==> config.mk <==
export PLATFORM = sky130hd
export DESIGN_NAME = integrator_rr_scheduler
export DESIGN_NICKNAME = d
export VERILOG_FILES = /design/src/rtl/integrator_rr_scheduler.sv
export SDC_FILE = /design/constraint.sdc
export NUM_CORES = 1
export LEC_CHECK = 0
export CAP_MARGIN = 0
export CORE_MARGIN = 5
export CORE_UTILIZATION = 67
export CTS_CLUSTER_DIAMETER = 120
export DETAILED_ROUTE_END_ITERATION = 16
export DONT_BUFFER_PORTS = 1
export GPL_TIMING_DRIVEN = 0
export PLACE_DENSITY = 0.83
export RECOVER_POWER = 100
export SLEW_MARGIN = 20
export SYNTH_ARGS = -nofsm -noshare
export SYNTH_HDL_FRONTEND = slang
export SYNTH_SLANG_ARGS = --single-unit
export TNS_END_PERCENT = 10
==> constraint.sdc <==
create_clock -name system1000 -period 14.89 [get_ports system1000]
set_clock_uncertainty 0.05 [all_clocks]
set_input_delay 3.7225 -clock system1000 [delete_from_list [all_inputs] [get_ports system1000]]
set_output_delay 3.7225 -clock system1000 [all_outputs]
set_load 0.02 [all_outputs]
==> src/rtl/integrator_rr_scheduler.sv <==
`default_nettype none
// ============================================================================
//  Module      : integrator_rr_scheduler
//  Description : Time-shares a single W-bit integrator adder among NCH
//                requesting channels. Each channel owns an accumulator in a
//                small register bank. Requests are served round-robin through
//                per-channel valid/ready handshakes. Every update is emitted
//                on one backpressured result port, tagged with its channel.
//
//  Ports       :
//    system1000        clock
//    system1000_rstn   synchronous active-low reset
//    req_valid[NCH]    per-channel sample valid
//    req_data[NCH*W]   packed signed samples, channel i at [i*W +: W]
//    req_ready[NCH]    per-channel accept (one-hot or zero)
//    clr[NCH]          per-channel accumulator clear pulse
//    out_valid         result valid
//    out_ch[CW]        channel index of the result
//    out_data[W]       signed accumulator value after the update
//    out_ready         downstream accept
//
//  Revision    : 1.0 - initial release
// ============================================================================
module integrator_rr_scheduler #(
    parameter int NCH = 4,
    parameter int W   = 10,
    parameter int CW  = 2
) (
    input  logic                 system1000,
    input  logic                 system1000_rstn,
    input  logic [NCH-1:0]       req_valid,
    input  logic [NCH*W-1:0]     req_data,
    output logic [NCH-1:0]       req_ready,
    input  logic [NCH-1:0]       clr,
    output logic                 out_valid,
    output logic [CW-1:0]        out_ch,
    output logic signed [W-1:0]  out_data,
    input  logic                 out_ready
);

    // ------------------------------------------------------------------
    // State
    // ------------------------------------------------------------------
    logic [CW-1:0]        ptr_q,       ptr_d;
    logic signed [W-1:0]  acc_q [NCH];
    logic signed [W-1:0]  acc_d [NCH];
    logic                 out_valid_q, out_valid_d;
    logic [CW-1:0]        out_ch_q,    out_ch_d;
    logic signed [W-1:0]  out_data_q,  out_data_d;

    // ------------------------------------------------------------------
    // Combinational datapath signals
    // ------------------------------------------------------------------
    logic signed [W-1:0]  sample [NCH];
    logic                 free;
    logic                 grant_found;
    logic [CW-1:0]        grant_idx;
    logic [CW:0]          cand;
    logic                 accept;
    logic signed [W-1:0]  base;
    logic signed [W-1:0]  sum;
    logic [CW-1:0]        ptr_inc;

    // Unpack the flat sample bus into one signed word per channel.
    for (genvar gi = 0; gi < NCH; gi++) begin : g_unpack
        assign sample[gi] = req_data[gi*W +: W];
    end

    // The output register can take a new result when it is empty or is
    // being drained in this same cycle.
    assign free = !out_valid_q || out_ready;

    // ------------------------------------------------------------------
    // Round-robin search starting at ptr_q. cand is one bit wider than the
    // channel index so the modulo-NCH wrap also works for non power-of-two
    // channel counts.
    // ------------------------------------------------------------------
    always_comb begin
        grant_found = 1'b0;
        grant_idx   = '0;
        cand        = '0;
        for (int k = 0; k < NCH; k++) begin
            cand = {1'b0, ptr_q} + (CW+1)'(k);
            if (cand >= (CW+1)'(NCH)) begin
                cand = cand - (CW+1)'(NCH);
            end
            if (!grant_found && req_valid[cand[CW-1:0]]) begin
                grant_found = 1'b1;
                grant_idx   = cand[CW-1:0];
            end
        end
    end

    // Arbitration is gated by reset so req_ready stays low while in reset.
    assign accept    = system1000_rstn && free && grant_found;
    assign req_ready = accept ? (NCH'(1) << grant_idx) : '0;

    // A clear coinciding with an accept on the same channel zeroes the base
    // so the new sum restarts from the sample. Addition wraps at W bits.
    assign base = clr[grant_idx] ? '0 : acc_q[grant_idx];
    assign sum  = base + sample[grant_idx];

    assign ptr_inc = (grant_idx == CW'(NCH-1)) ? '0 : grant_idx + CW'(1);

    // ------------------------------------------------------------------
    // Next-state logic: output register and pointer
    // ------------------------------------------------------------------
    always_comb begin
        ptr_d       = ptr_q;
        out_valid_d = out_valid_q;
        out_ch_d    = out_ch_q;
        out_data_d  = out_data_q;
        if (accept) begin
            ptr_d       = ptr_inc;
            out_valid_d = 1'b1;
            out_ch_d    = grant_idx;
            out_data_d  = sum;
        end else if (out_valid_q && out_ready) begin
            out_valid_d = 1'b0;
        end
    end

    // ------------------------------------------------------------------
    // Next-state logic: accumulator bank. An accept writes the new sum
    // (which already accounts for a simultaneous clear); any other channel
    // with a clear pulse returns to zero.
    // ------------------------------------------------------------------
    always_comb begin
        for (int j = 0; j < NCH; j++) begin
            acc_d[j] = acc_q[j];
            if (accept && (grant_idx == CW'(j))) begin
                acc_d[j] = sum;
            end else if (clr[j]) begin
                acc_d[j] = '0;
            end
        end
    end

    // ------------------------------------------------------------------
    // Registers
    // ------------------------------------------------------------------
    always_ff @(posedge system1000) begin
        if (!system1000_rstn) begin
            ptr_q       <= '0;
            out_valid_q <= 1'b0;
            out_ch_q    <= '0;
            out_data_q  <= '0;
            for (int j = 0; j < NCH; j++) begin
                acc_q[j] <= '0;
            end
        end else begin
            ptr_q       <= ptr_d;
            out_valid_q <= out_valid_d;
            out_ch_q    <= out_ch_d;
            out_data_q  <= out_data_d;
            for (int j = 0; j < NCH; j++) begin
                acc_q[j] <= acc_d[j];
            end
        end
    end

    assign out_valid = out_valid_q;
    assign out_ch    = out_ch_q;
    assign out_data  = out_data_q;

endmodule
`default_nettype wire

# Word-level counts from Yosys, hierarchy flattened
# Memory sizes are Yosys's and may differ from the RTL's.
# Index checks and enable logic that the tools add are counted.
op_classes:
  addsub: 9
  order_cmp: 10
  eq_ne: 7
  n_shift: 1
  n_mux: 44
  bitwise: 5
  reduce_logical: 21
ops:
  columns: ["operator", "count"]
  rows:
  - ["$mux 10", 15]
  - ["$bmux 10 s2", 1]
  - ["$mux 2", 9]
  - ["$lt 2x3->1 const B", 5]
  - ["$mux 1", 13]
  - ["$ge 3x3->1 const B", 4]
  - ["$add 10x10->10", 1]
  - ["$bmux 1 s2", 5]
  - ["$logic_and 1x1->1", 10]
  - ["$ne 2x2->1 const B", 4]
  - ["$reduce_and 2->1", 4]
  - ["$sub 2x1->2 const B", 4]
  - ["$add 2x2->3 const B", 2]
  - ["$eq 2x2->1 const B", 2]
  - ["$logic_not 1->1", 4]
  - ["$mux 4", 1]
  - ["$or 1x1->1", 4]
  - ["$shl 1x2->4 const A", 1]
  - ["$add 2x1->3 const B", 1]
  - ["$ge 2x3->1 const B", 1]
  - ["$not 2->3", 1]
  - ["$add 2x1->2 const B", 1]
  - ["$eq 2x1->1 const B", 1]
  - ["$logic_not 2->1", 1]
  - ["2 further kinds", 2]
totals:
  regBits: 15
  ramBits: 40
  inputBits: 51
  word_cells: 102
  n_memories: 1
memory_table:
  columns: ["memory", "depth", "word_bits", "read_ports", "rd_ports_with_merged_regs", "wr", "line", "text"]
  rows:
  - ["acc_q", 4, 10, 1, 0, 4, "45", "logic signed [W-1:0] acc_q [NCH];"]

# Longest topological paths before layout
# Gate-level depths: netlist (run 1).
depth:
  depth_word: 21
  depth_mapped: 18
  mapped_depth_nobuf: 16

# Worst setup path after synthesis (run 1)
# OpenSTA, ideal clock, no wires.
synth_path:
  kind: "in2out"
  from: "in req_valid[2]"
  to: "out req_ready[3]"
  arrival_ps: 5467
  t_required_ps: 11118
  path_slack_ps: 5651
  cell_stages: 10
  n_path_buf: 3
  cell_sequence: "mux2i_1 -> nor2_1 -> or3_1 -> buf_2 -> inv_2 -> clkbuf_1 -> buf_2 -> ha_1 -> nand2_1 -> inv_1"
synth_between:
  elab_chain_len: 14
  word_cells_on_any_way: 25
  classes_between: "shift: 1; mux: 17; reduce/logical: 7"
synth_lines:
  columns: ["item", "line", "text"]
  rows:
  - ["start, declared", "31", "input logic [NCH-1:0] req_valid,"]
  - ["$bmux 1 s2", "87", "if (!grant_found && req_valid[cand[CW-1:0]]) begin"]
  - ["$mux 1 (not written as such)", "87", null]
  - ["$mux 1", "87", null]
  - ["$logic_not 1->1", "87", null]
  - ["$logic_and 1x1->1", "87", null]
  - ["$mux 1", "87", null]
  - ["$logic_not 1->1", "87", null]
  - ["$logic_and 1x1->1", "87", null]
  - ["$mux 1", "87", null]
  - ["$logic_not 1->1", "87", null]
  - ["$logic_and 1x1->1", "87", null]
  - ["$mux 2 (*)", "87", null]
  - ["named net grant_idx[0]", "57", "logic [CW-1:0] grant_idx;"]
  - ["$shl 1x2->4 (*)", "96", "assign req_ready = accept ? (NCH'(1) << grant_idx) : '0;"]
  - ["$mux 4 (*)", "96", null]
  - ["end, declared", "33", "output logic [NCH-1:0] req_ready,"]
# Mark *: on every way through the listed nets, which the timed path passes. The rest lies on a longest branch. The select of a mux whose other input is x is not followed.

# Worst setup path after layout (run 1)
layout_path:
  from: "in req_valid[2]"
  to: "out req_ready[1]"
# The elaborated chain is that of the path after synthesis.

==> results of run 1 <==
==> where the power goes <==
part           internal (mW)  switching [mW]  leakage (nW)
registers              0.194          0.0245         0.572
logic                 0.0699           0.128         0.887
clock network         0.0452          0.0520        0.0589
==> final cells by class <==
class                           count  area share (%)
Buffer                             17            1.89
Clock buffer                        6            2.73
Clock inverter                      2           0.582
Inverter                           14            1.53
Multi-Input combinational cell    251            47.2
Sequential cell                    55            43.7
Tap cell                           67            2.44
==> placed cells by master, fill, tap and decap left out, drive strengths merged, types with 2 or more instances in the layout <==
cell type and count:
edfxtp 40, o21ai 15, nand2 39, or3 2
and2 6, a21o 5, nand2b 2, nand3 9
nor2 29, nand3b 2, a211oi 11, a21oi 26
dfxtp 15, nor2b 2, inv 16, o21bai 3
nor4 2, a21boi 5, xor2 4, ha 13
clkbuf 22, and3 32, mux2i 28, xnor2 3
==> state kept, by name (all words and copies together) (netlist names) <==
signal,flops
out_valid,1
ptr_q,2
out_data,10
out_ch,2
acc_q,40
==> cells by family after synthesis <==
logic type | synth area share (%)
compound gates | 14.5
mux | 8.62
simple gates | 19.5
fa+ha+maj | 5.62
flops | 46.2
xor+xnor | 1.89
buf+inv | 3.77
==> how the worst min path moves through the flow <==
stage                     startpoint               endpoint  slack [ns]  depth (start not counted)
6_report       ptr_q[1]$_SDFFE_PN0P_  ptr_q[1]$_SDFFE_PN0P_        0.49                          2
5_1_grt        ptr_q[1]$_SDFFE_PN0P_  ptr_q[1]$_SDFFE_PN0P_        0.53                          2
4_1_cts        ptr_q[1]$_SDFFE_PN0P_  ptr_q[1]$_SDFFE_PN0P_        0.49                          2
3_5_place_dp   ptr_q[1]$_SDFFE_PN0P_  ptr_q[1]$_SDFFE_PN0P_        0.48                          2
3_3_place_gp   ptr_q[1]$_SDFFE_PN0P_  ptr_q[1]$_SDFFE_PN0P_        0.48                          2
2_1_floorplan  ptr_q[1]$_SDFFE_PN0P_  ptr_q[1]$_SDFFE_PN0P_        0.44                          2
==> per-layer routing <==
metal / GRT usage [%] / wire, µm / vias to the layer above
met5: 0 / 0 / -
met4: 5.67 / 85 / 0
met3: 6.32 / 740 / 11
met2: 44.6 / 4100 / 113
li1: - / - / 1230
met1: 33.5 / 3130 / 1199
==> through the flow <==
step | setup slack (ns) | instances | utilization [%] | cell area [µm²]
6_report | 4.73 | 412 | 72.8 | 3440
5_1_grt | 4.54 | 412 | 72.8 | 3440
4_1_cts | 5.09 | 412 | 73.0 | 3450
3_5_place_dp | 5.08 | 404 | 70.6 | 3340
3_3_place_gp | 5.13 | 404 | 70.6 | 3340
2_1_floorplan | 5.65 | 337 | - | 3250
==> worst max-delay path: stages <==
cell and delay, ns:
mux2i_1 0.11, nor2_1 0.05, or3_1 0.36, clkbuf_1 0.20, inv_1 0.17, clkbuf_1 0.46
clkbuf_1 0.44, ha_1 0.28, nand2_1 0.31, inv_1 0.29
==> results.json, run 1 <==
{
  "ff_latch_area_mm2": 0.00150,
  "postCtsSetupBuffers": 0,
  "wl_um": 8060,
  "syn_to_final_growth_pct": 5.73,
  "slew_viol_final": 0,
  "slew_headroom_pct": 45.2,
  "grt_pass1_wl_um": 12500,
  "clk_pin_slew_ns": 0.09,
  "yosys.area.top_type": "edfxtp_1",
  "drc": 0,
  "synth_most_common_cell": "edfxtp_1",
  "hp-class": "reg -> reg",
  "tns_ns": 0,
  "cp-startpoint": "req_valid[2]",
  "clockBufferDepth": 2,
  "worstPathMaxFanout": 11,
  "grt_pass1_vias": 2545,
  "syn_inst": 337,
  "dp_hpwl_um": 6030,
  "core_area_mm2": 0.00472,
  "power_leakage_nw": 1.52,
  "hold_violations": 0,
  "filler_cell_count": 355,
  "status": "completed",
  "synth_top_area_share_pct": 36.9,
  "clk_latency_ns": 0.32,
  "io_pins": 68,
  "viasPerCell": 6.20,
  "rr_startpoint": "ptr_q[1]$_SDFFE_PN0P_",
  "diodes": 0,
  "total_power_uw": 513,
  "drtPass1Iterations": 6,
  "cts_tree": "done",
  "rows": 25,
  "cp.arrival_ns": 6.39,
  "cts_hold_buf": 0,
  "r2r_slack_ns": 9.87,
  "rsz0062_at_grt": "no",
  "synth_area_mm2": 0.00325,
  "cp-end-kind": "output pin",
  "ys_ff_latch": 55,
  "ctsResizeCount": 0,
  "peakVddDrop_mv": 0.0935,
  "synth_area_leaders": "edfxtp_1, dfxtp_1, mux2i_1",
  "synth_warnings": 0,
  "endpoint": "req_ready[1]",
  "cap_viol_max_count": 0,
  "place_congestion": 0.917,
  "setup.worst_path.class": "in -> out",
  "cts_root_buffer": "clkbuf_8",
  "cts.sinks": 55,
  "wire_per_inst_um": 19.6,
  "grt_max_degree": 20,
  "htreeDepth": 2,
  "synth_seq_area_share_pct": 46.2,
  "power_density_mw_per_mm2": 149,
  "synth_cell_types": 42,
  "reg2regPathDepth": 17,
  "antenna_found_initial": 0,
  "multi_input_area_mm2": 0.00162,
  "min_period_ns": 10.16,
  "holdWs_ns": 0.493,
  "synth_common_cells": "edfxtp_1, nand2_1, and3_1",
  "final_nets": 409,
  "worstPathRequired_ns": 11.12,
  "die-area_mm2": 0.00635,
  "cts_buffers": 5,
  "drt_iter0_drc": 205,
  "num_vias": 2553,
  "io_buffers": 0,
  "crit_path_start_kind": "primary input",
  "die_h_um": 79.7,
  "setup_viol": 0,
  "timing.fmax_ghz": 0.0984,
  "postRouteAntennaNets": 0,
  "synthFlopType": "edfxtp_1",
  "avgSynthCellArea_um2": 9.65,
  "gr-total-overflow": 0,
  "start_util_pct": 68.8,
  "synthArstFlopShare_pct": 0,
  "grt_util_all_layers_pct": 26.1,
  "synth_nets": 402,
  "r2r-end": "acc_q[2][8]$_SDFFCE_PN0P_",
  "synth-edff-count": 40,
  "drive_gt1_share_pct": 3.77,
  "fp.dieW_um": 79.7,
  "tightestPinTransition_ns": 0.822,
  "period_share_pct": 68.3
}
Note: power is estimated with default switching activity, not from simulation.
==> run 2, diff against run 1 <==
- CORE_UTILIZATION: 67 -> 57
- PLACE_DENSITY: 0.83 -> 0.75
- clock period: 14.89 -> 8.4 ns (I/O delays scaled with it)
==> results.json, run 2 (synthesis gave the netlist of run 1 again) <==
{
  "core_area_mm2": 0.00554,
  "pwr-share-seq_pct": 43.5,
  "tns_ns": 0,
  "fp.dieW_um": 85.5,
  "wire_per_inst_um": 19.1,
  "largest_reg_flops": 40,
  "die_h_um": 85.5,
  "setup.worst_path.class": "in -> out",
  "io_buffers": 0,
  "max_stage_delay_ns": 0.46,
  "fin_ws_ns": 1.52,
  "cts.sinks": 55,
  "hp-class": "reg -> reg",
  "dp_hpwl_um": 5900,
  "clk_latency_ns": 0.31,
  "ctsResizeCount": 0,
  "grt_pass1_wl_um": 12400,
  "tightestPinTransition_ns": 0.836,
  "cts_root_buffer": "clkbuf_8",
  "syn_to_final_growth_pct": 5.43,
  "slew_viol_final": 0,
  "instances_no_fill": 417,
  "status": "completed",
  "critPathSlowestCell": "clkbuf_1",
  "drt_iter0_drc": 179,
  "comb_power_share_pct": 39.2,
  "drive_gt1_share_pct": 3.77,
  "multi_input_area_mm2": 0.00162,
  "grt_max_degree": 18,
  "cts_hold_buf": 0,
  "worstPathMaxFanout": 11,
  "antenna_found_initial": 0,
  "regMostFlops": "acc_q",
  "setup_viol": 0,
  "cts_buffers": 5,
  "cp.arrival_ns": 4.73,
  "timing.fmax_ghz": 0.145,
  "grt_pass1_vias": 2475,
  "postCtsSetupBuffers": 0,
  "use_met3_pct": 5.28,
  "grtUsageMet2_pct": 34.5,
  "final_nets": 409,
  "power_leakage_nw": 1.51,
  "mostFrequentLayoutCell": "edfxtp_1",
  "diodes": 0,
  "cp-end-kind": "output pin",
  "peakVddDrop_mv": 0.159,
  "holdWs_ns": 0.495,
  "ff_latch_area_mm2": 0.00150,
  "final_cell_mix": "edfxtp_1, nand2_1, and3_1",
  "slew_headroom_pct": 44.3,
  "placed_cells": 409,
  "hold_violations": 0,
  "min_period_ns": 6.88,
  "period_share_pct": 81.9,
  "cts_tree": "done",
  "clk_pin_slew_ns": 0.09,
  "place_ws_ns": 1.83,
  "power_switching_uw": 352,
  "drtPass1Iterations": 5,
  "postRouteAntennaNets": 0,
  "htreeDepth": 2,
  "power_density_mw_per_mm2": 259,
  "drc": 0,
  "wl_um": 7950,
  "worstPathRequired_ns": 6.25,
  "p_clk_share_pct": 17.3,
  "swShare_pct": 39.7,
  "total_power_uw": 888,
  "filler_cell_count": 481,
  "io_pins": 68,
  "path_cells": "mux2i_1 > nor2_1 > or3_1 > clkbuf_1 > inv_1 > clkbuf_1 > clkbuf_1 > ha_1 > nand2_1 > inv_1",
  "crit_path_start_kind": "primary input",
  "die-area_mm2": 0.00732,
  "cp_common_cell": "clkbuf_1",
  "gr-total-overflow": 0,
  "met1_usage_pct": 29.4,
  "grt-busiest-layer": "met2",
  "rsz0062_at_grt": "no",
  "cap_viol_max_count": 0,
  "rows": 27,
  "clockBufferDepth": 2,
  "start_util_pct": 58.7,
  "viasPerCell": 6.16,
  "place_congestion": 0.965,
  "grt_util_all_layers_pct": 21.8,
  "intPower_uw": 536,
  "num_vias": 2567
}
==> run 2: changes by cell type in the layout (fill, tap and decap cells not counted) <==
cell	previous run	this run
inv_8	1	0
clkinv_4	0	1
inv_6	1	0
clkbuf_8	5	6
clkbuf_16	1	0
inv_4	0	1
==> run 2: power groups by stage <==
stage / sequential [mW] / combinational (mW) / clock [mW]
global route: 0.392 / 0.386 / 0.166
finish: 0.386 / 0.348 / 0.154
floorplan: 0.386 / 0.257 / 0
global placement: 0.391 / 0.334 / 0
CTS: 0.387 / 0.344 / 0.154
detailed placement: 0.393 / 0.343 / 0
==> run 2: cell type report <==
cell class | count | area share, %
multi-input combinational | 251 | 47.3
inverter | 14 | 1.53
tap | 72 | 2.63
sequential | 55 | 43.8
buffer | 17 | 1.90
clock inverter | 2 | 0.438
clock buffer | 6 | 2.41
==> run 2: per-stage QoR <==
stage | cell area (µm²) | utilization (%)
after detailed placement | 3340 | 60.3
final | 3430 | 61.9
after floorplan | 3250 | -
after CTS | 3440 | 62.1
after global placement | 3340 | 60.3
after global routing | 3430 | 61.9
==> run 2: final timing paths <==
kind | end | slack (ns) | cells after the start | from
max | req_ready[1] | 1.52 | 10 | req_valid[2]
min | ptr_q[1]$_SDFFE_PN0P_ | 0.49 | 2 | ptr_q[1]$_SDFFE_PN0P_
max reg2reg | acc_q[3][8]$_SDFFCE_PN0P_ | 3.38 | 16 | ptr_q[0]$_SDFFE_PN0P_
min reg2reg | ptr_q[1]$_SDFFE_PN0P_ | 0.49 | 2 | ptr_q[1]$_SDFFE_PN0P_
==> run 2: metal layers <==
layer  part of all wire (%)  vias up
met1                     41     1206
met3                    9.6       15
met5                      0        -
met4                    2.0        0
met2                     47      116
li1                       -     1230
==> run 2: critical path: cells and delay by family <==
family | cells | cell delay [ns]
simple gates | 3 | 0.69
buf+inv | 5 | 1.53
fa+ha+maj | 1 | 0.29
mux | 1 | 0.11
